## config.mk

```make
export PLATFORM = sky130hd
export DESIGN_NAME = seq_divider
export DESIGN_NICKNAME = d
export VERILOG_FILES = /design/src/rtl/calc_pkg.sv /design/src/rtl/seq_divider_div_step.sv /design/src/rtl/seq_divider.sv
export SDC_FILE = /design/constraint.sdc
export NUM_CORES = 1
export LEC_CHECK = 0
export ABC_AREA = 1
export CAP_MARGIN = 20
export CORE_MARGIN = 2
export CORE_UTILIZATION = 35
export DETAILED_ROUTE_END_ITERATION = 10
export HOLD_SLACK_MARGIN = 0.08
export PLACE_DENSITY_LB_ADDON = 0.15
export SETUP_SLACK_MARGIN = 0.05
export SYNTH_ARGS = -nofsm -noshare
export SYNTH_HDL_FRONTEND = slang
export SYNTH_HIERARCHICAL = 1
export SYNTH_SLANG_ARGS = --single-unit
```

## constraint.sdc

```tcl
create_clock -name clk -period 2.1 [get_ports clk]
set_input_delay 0.525 -clock clk [delete_from_list [all_inputs] [get_ports clk]]
set_output_delay 0.525 -clock clk [all_outputs]
set_load 0.03 [all_outputs]
```

## src/rtl/calc_pkg.sv

```systemverilog
// Shared calculator types, default width and counter-width helper.
// Used by the sequential divider and its combinational step.
package calc_pkg;

  typedef enum logic [1:0] {
    IDLE,
    CALC,
    DONE
  } div_state_t;

  localparam int CALC_WIDTH = 4;

  // Width of a counter that must hold 0..n-1 (at least one bit).
  function automatic int cnt_width(input int n);
    return (n > 2) ? $clog2(n) : 1;
  endfunction

endpackage

```

## src/rtl/seq_divider_div_step.sv

```systemverilog
// One restoring-division iteration: shift in a dividend bit, try subtract.
// Ports: r (partial remainder), bit_in, b -> r_next, q_bit.
module div_step
  import calc_pkg::*;
#(
  parameter int N = CALC_WIDTH
) (
  input  logic [N:0]   r,
  input  logic         bit_in,
  input  logic [N-1:0] b,
  output logic [N:0]   r_next,
  output logic         q_bit
);

  logic [N:0] sh;
  logic [N:0] bx;

  // r is always < b on entry, so its top bit is zero and the
  // shift cannot lose information.
  assign sh     = (r << 1) | {{N{1'b0}}, bit_in};
  assign bx     = {1'b0, b};
  assign q_bit  = (sh >= bx);
  assign r_next = q_bit ? (sh - bx) : sh;

endmodule

```

## src/rtl/seq_divider.sv

```systemverilog
// Iterative unsigned restoring divider, one quotient bit per clock.
// Ports: clk, rst, start, a, b -> busy, done, quotient, remainder_mod,
// error_div, error_mod. Option macro: SEQ_DIV_EARLY_EXIT_EN (a < b skip).
module seq_divider
  import calc_pkg::*;
#(
  parameter int N = CALC_WIDTH
) (
  input  logic         clk,
  input  logic         rst,
  input  logic         start,
  input  logic [N-1:0] a,
  input  logic [N-1:0] b,
  output logic         busy,
  output logic         done,
  output logic [N-1:0] quotient,
  output logic [N-1:0] remainder_mod,
  output logic         error_div,
  output logic         error_mod
);

  localparam int CW = cnt_width(N);
  localparam logic [CW-1:0] LAST = CW'(N - 1);

  div_state_t state;
  div_state_t state_next;

  logic [N:0]    r;
  logic [N-1:0]  dvd;
  logic [N-1:0]  dvs;
  logic [CW-1:0] cnt;

  logic [N:0] r_next;
  logic       q_bit;
  logic       accept;
  logic       zero_div;
  logic       skip;

  div_step #(.N(N)) u_step (
    .r      (r),
    .bit_in (dvd[N-1]),
    .b      (dvs),
    .r_next (r_next),
    .q_bit  (q_bit)
  );

  assign accept   = start && (state != CALC);
  assign zero_div = (b == '0);

`ifdef SEQ_DIV_EARLY_EXIT_EN
  assign skip = !zero_div && (a < b);
`else
  assign skip = 1'b0;
`endif

  always_ff @(posedge clk) begin
    if (rst) begin
      state <= IDLE;
    end else begin
      state <= state_next;
    end
  end

  always_comb begin
    state_next = state;
    unique case (state)
      IDLE, DONE: begin
        if (!start) begin
          state_next = IDLE;
        end else if (zero_div || skip) begin
          state_next = DONE;
        end else begin
          state_next = CALC;
        end
      end
      CALC: begin
        if (cnt == LAST) begin
          state_next = DONE;
        end
      end
      default: state_next = IDLE;
    endcase
  end

  always_comb begin
    busy = (state == CALC);
    done = (state == DONE);
  end

  always_ff @(posedge clk) begin
    if (rst) begin
      r             <= '0;
      dvd           <= '0;
      dvs           <= '0;
      cnt           <= '0;
      quotient      <= '0;
      remainder_mod <= '0;
      error_div     <= 1'b0;
      error_mod     <= 1'b0;
    end else if (accept) begin
      if (zero_div) begin
        quotient      <= '1;
        remainder_mod <= a;
        error_div     <= 1'b1;
        error_mod     <= 1'b1;
      end else if (skip) begin
        quotient      <= '0;
        remainder_mod <= a;
        error_div     <= 1'b0;
        error_mod     <= 1'b0;
      end else begin
        dvd       <= a;
        dvs       <= b;
        r         <= '0;
        cnt       <= '0;
        error_div <= 1'b0;
        error_mod <= 1'b0;
      end
    end else if (state == CALC) begin
      // dvd shifts out dividend bits at the top and collects
      // quotient bits at the bottom.
      r   <= r_next;
      dvd <= {dvd[N-2:0], q_bit};
      cnt <= cnt + 1'b1;
      if (cnt == LAST) begin
        quotient      <= {dvd[N-2:0], q_bit};
        remainder_mod <= r_next[N-1:0];
      end
    end
  end

endmodule
```

# == After elaboration in Yosys (flattened, before gate mapping) ==
# Index checks and enable logic that the tools add are counted.
# classes
addsub,2
magnitude_cmp,1
mux,23
n_reduce_logical,9
bitwise_logic,2
n_eq_ne,7
# ops
operator,count
$mux 4,15
$mux 2,6
$ne 2x1->1 const B,3
$ge 5x4->1,1
$or 5x1->5,1
$eq 2x2->1 const B,2
$logic_not 4->1,1
$pmux 2 s2,1
$reduce_and 2->1,2
$reduce_bool 2->1,2
$sub 4x4->4,1
$reduce_and 3->1,1
$add 2x1->2 const B,1
$eq 2x1->1 const B,1
$logic_not 2->1,1
$ne 2x2->1 const B,1
$reduce_or 2->1,1
$logic_and 1x1->1,1
$mux 1,1
$not 1->1,1
# totals
out_inout_bits,12
input_bits,11
regBits,25
word_cells,52

# == Depth between registers and ports, before layout ==
# depth
ltp_word,6
ltp_mapped,13
depth_no_buf,13

# == Cells and area by module ==
# Netlist, hierarchy kept.
# by_module_without_submodules
mod,area_per_inst_um2,instances,seq_area_each_um2,cells_per_inst
seq_divider,1156.1,1,520.5,174
div_step,312.8,1,0.0,55

# == Least setup slack after synthesis ==
# No wires, ideal clock.
# synth_timing
path_kind,flip-flop to flip-flop
startpoint,register dvd[3]
endpoint,"register, netlist name r[4]"
synth_period_minus_slack_ns,1.544
arrival_ns,1.474
slack_ns,0.556
setup_ns,0.070
n_path_buf,0
stages_incl_launch_ff,13
required_ns,2.030
path_cell_list,dfxtp_1 > inv_1 > ha_1 > fa_1 > inv_1 > nand3_1 > nand2_1 > nand2_1 > nand2_1 > nand2_1 > inv_1 > nand2_1 > a21oi_1
# synth_lines
item,line,rtl
from (decl),seq_divider.sv:29,logic [N-1:0] dvd;
from (signal assigned),seq_divider.sv:123,"dvd <= {dvd[N-2:0], q_bit};"

# == Final worst setup path ==
# layout_timing
startpoint,register state[1]
endpoint,output port done
# layout_via
elab_chain_len,1
# layout_lines
item,line,rtl
from (decl),seq_divider.sv:25,div_state_t state;
from (signal assigned),seq_divider.sv:60,state <= state_next;
$eq 2x2->1,seq_divider.sv:87,done = (state == DONE);
to (decl),seq_divider.sv:15,"output logic done,"
# No other way between the ends.

==> impl_metrics.toml <==
[logic_synthesis]
synth_area_um2 = 1400
avgSynthCellArea_um2 = 6.46
synth-warning-count = 6
syn_inst = 216
synth_nets = 233

[die]
start_util = 0.373
num_io_pins = 23
rows = 22
fp.dieH_um = 67.1
dieArea_um2 = 4510
core-area_um2 = 3740
die_w_um = 67.1

[clock_tree]
cts.sink_count = 25
cts_hold_buf = 0
clock-root-buffer = "clkbuf_8"
cts_made_buffers = 3
post_cts_buffers = 0
clock_latency_ns = 0.27
cts_tree = "done"
path_clk_slew_ns = 0.09
htree_num_levels = 1
clock_tree.buffer_depth = 2
ctsResizeCount = 1

[global_route]
grt_pass1_wl_um = 5610
grt_max_degree = 17
grt_antenna_before_repair = 0
gr-total-overflow = 0
grt_pass1_vias = 1239
gr-usage-all-layers = 0.165

[setup_path]
path_max_fanout = 3
ff2ff_setup_slack_ns = 0.38
path_class = "reg2out"
crit_path_start_kind = "flip-flop"
arrival_ns = 1.43
rr_startpoint = "dvs[2]"
r2r_end = "remainder_mod[1]"
r2r_cells = 12
worstPathRequired_ns = 1.57
cp-end-kind = "output pin"

[hold_path]
min_to = "cnt[0]"
worstHoldStart = "cnt[0]"
min_path_type = "reg2reg"
hold_depth = 1

[layout]
final_util = 0.463
nFillCells = 414
n_antenna_cell = 0
syn2layout_area_growth_pct = 24.1
final_area_um2 = 1730
final_nets = 261
stdcell_count = 291
drive_gt1_frac = 0.0988

[route]
drc = 0
viasPerCell = 4.60
dr.pass1.iters = 4
num_vias = 1340
drtIter0Drc = 46
ant_nets = 0
wirelength_um = 3330
wire_per_inst_um = 11.5

[timing]
clock.fmax_mhz = 512
finalCritPeriodShare = 0.931
min_period_ns = 1.95
clock-skew-final_ns = 0.00232
rsz0062_at_grt = "false"
setup_tns_ns = 0
drv_slew = 0
finalSetupViolCount = 0
relSlewSlack = 0.758
finalHoldViolations = 0
tightest_slew_ns = 0.361

[placed_design]
gp_congestion = 0.780
dpl.hpwl_um = 2570
place_inst = 287
io_buffers = 22
dpl_cell_area_um2 = 1690

[pwr]
internal_power_uw = 767
pwr-share-seq = 0.452
sw_frac_of_total = 0.335
switchingPower_uw = 385
p_leak_nw = 0.873
ir_worst_vdd_v = 0.000358
pwr-share-comb = 0.298
clock_power_share = 0.250
p_per_area_nw_per_um2 = 665

[status]
status = "finished, final reports clean"

[run]
maxCapViolations = 0
[cell usage in the layout (no fill, tap or decap), drive strengths merged, types with 3 or more instances in the layout]
| cell type | count |
|---|---|
| nand2 | 71 |
| inv | 35 |
| nor2 | 28 |
| dfxtp | 25 |
| nand3 | 23 |
| clkdlybuf4s50 | 21 |
| a21oi | 19 |
| buf | 6 |
| ha | 5 |
| clkbuf | 3 |
[worst max-delay path by stage]
stage / from / to / slack (ns) / cells past startpoint
5_1_grt: state[1] / done / 0.09 / 3
3_5_place_dp: start / quotient[2] / 0.15 / 8
2_1_floorplan: dvd[3] / remainder_mod[2] / 0.60 / 10
6_report: state[1] / done / 0.15 / 3
3_3_place_gp: start / quotient[0] / 0.19 / 8
4_1_cts: state[1] / done / 0.13 / 3
[sequential cells by signal, indices dropped and copies added (netlist names)]
name / cells
dvd: 4
dvs: 4
quotient: 4
r: 4
remainder_mod: 4
cnt: 2
state: 2
error_mod: 1
[power groups by stage]
stage / logic, mW / clock network, mW / registers (mW)
2_1_floorplan: 0.243 / 0 / 0.534
3_3_place_gp: 0.347 / 0 / 0.532
3_5_place_dp: 0.346 / 0 / 0.532
4_1_cts: 0.346 / 0.301 / 0.521
5_1_grt: 0.389 / 0.319 / 0.525
6_report: 0.343 / 0.288 / 0.521
[layer usage]
layer  track usage  part of all wire  up-vias
li1              -                 -      712
met4        0.0612             0.015        0
met3        0.0250             0.031        4
met1         0.222              0.50      601
met5             0                 0        -
met2         0.267              0.45       23
[worst max-delay path, cell delays in order (launching register included)]
cell and delay [ns]:
dfxtp_1 0.32, inv_1 0.07, nor2_1 0.10, clkdlybuf4s50_1 0.67
[area by class of cell]
class / instances / area, µm² / area share
flip-flops and latches: 25 / 500 / 0.289
repair buffers: 28 / 264 / 0.152
clock inverters: 1 / 5.00 / 0.00289
inverters: 36 / 135 / 0.0780
well taps: 48 / 60.1 / 0.0347
clock buffers: 3 / 41.3 / 0.0238
multi-input cells: 150 / 726 / 0.419
[stage by stage]
stage                     hold slack, ns  power, mW  worst slack [ns]
after floorplan                    0.434      0.778             0.596
after global placement             0.450      0.879             0.190
after detailed placement           0.455      0.879             0.152
after CTS                          0.468       1.17             0.135
after global routing               0.474       1.23            0.0854
final                              0.468       1.15             0.145
Note: power is estimated with default switching activity, not from simulation.
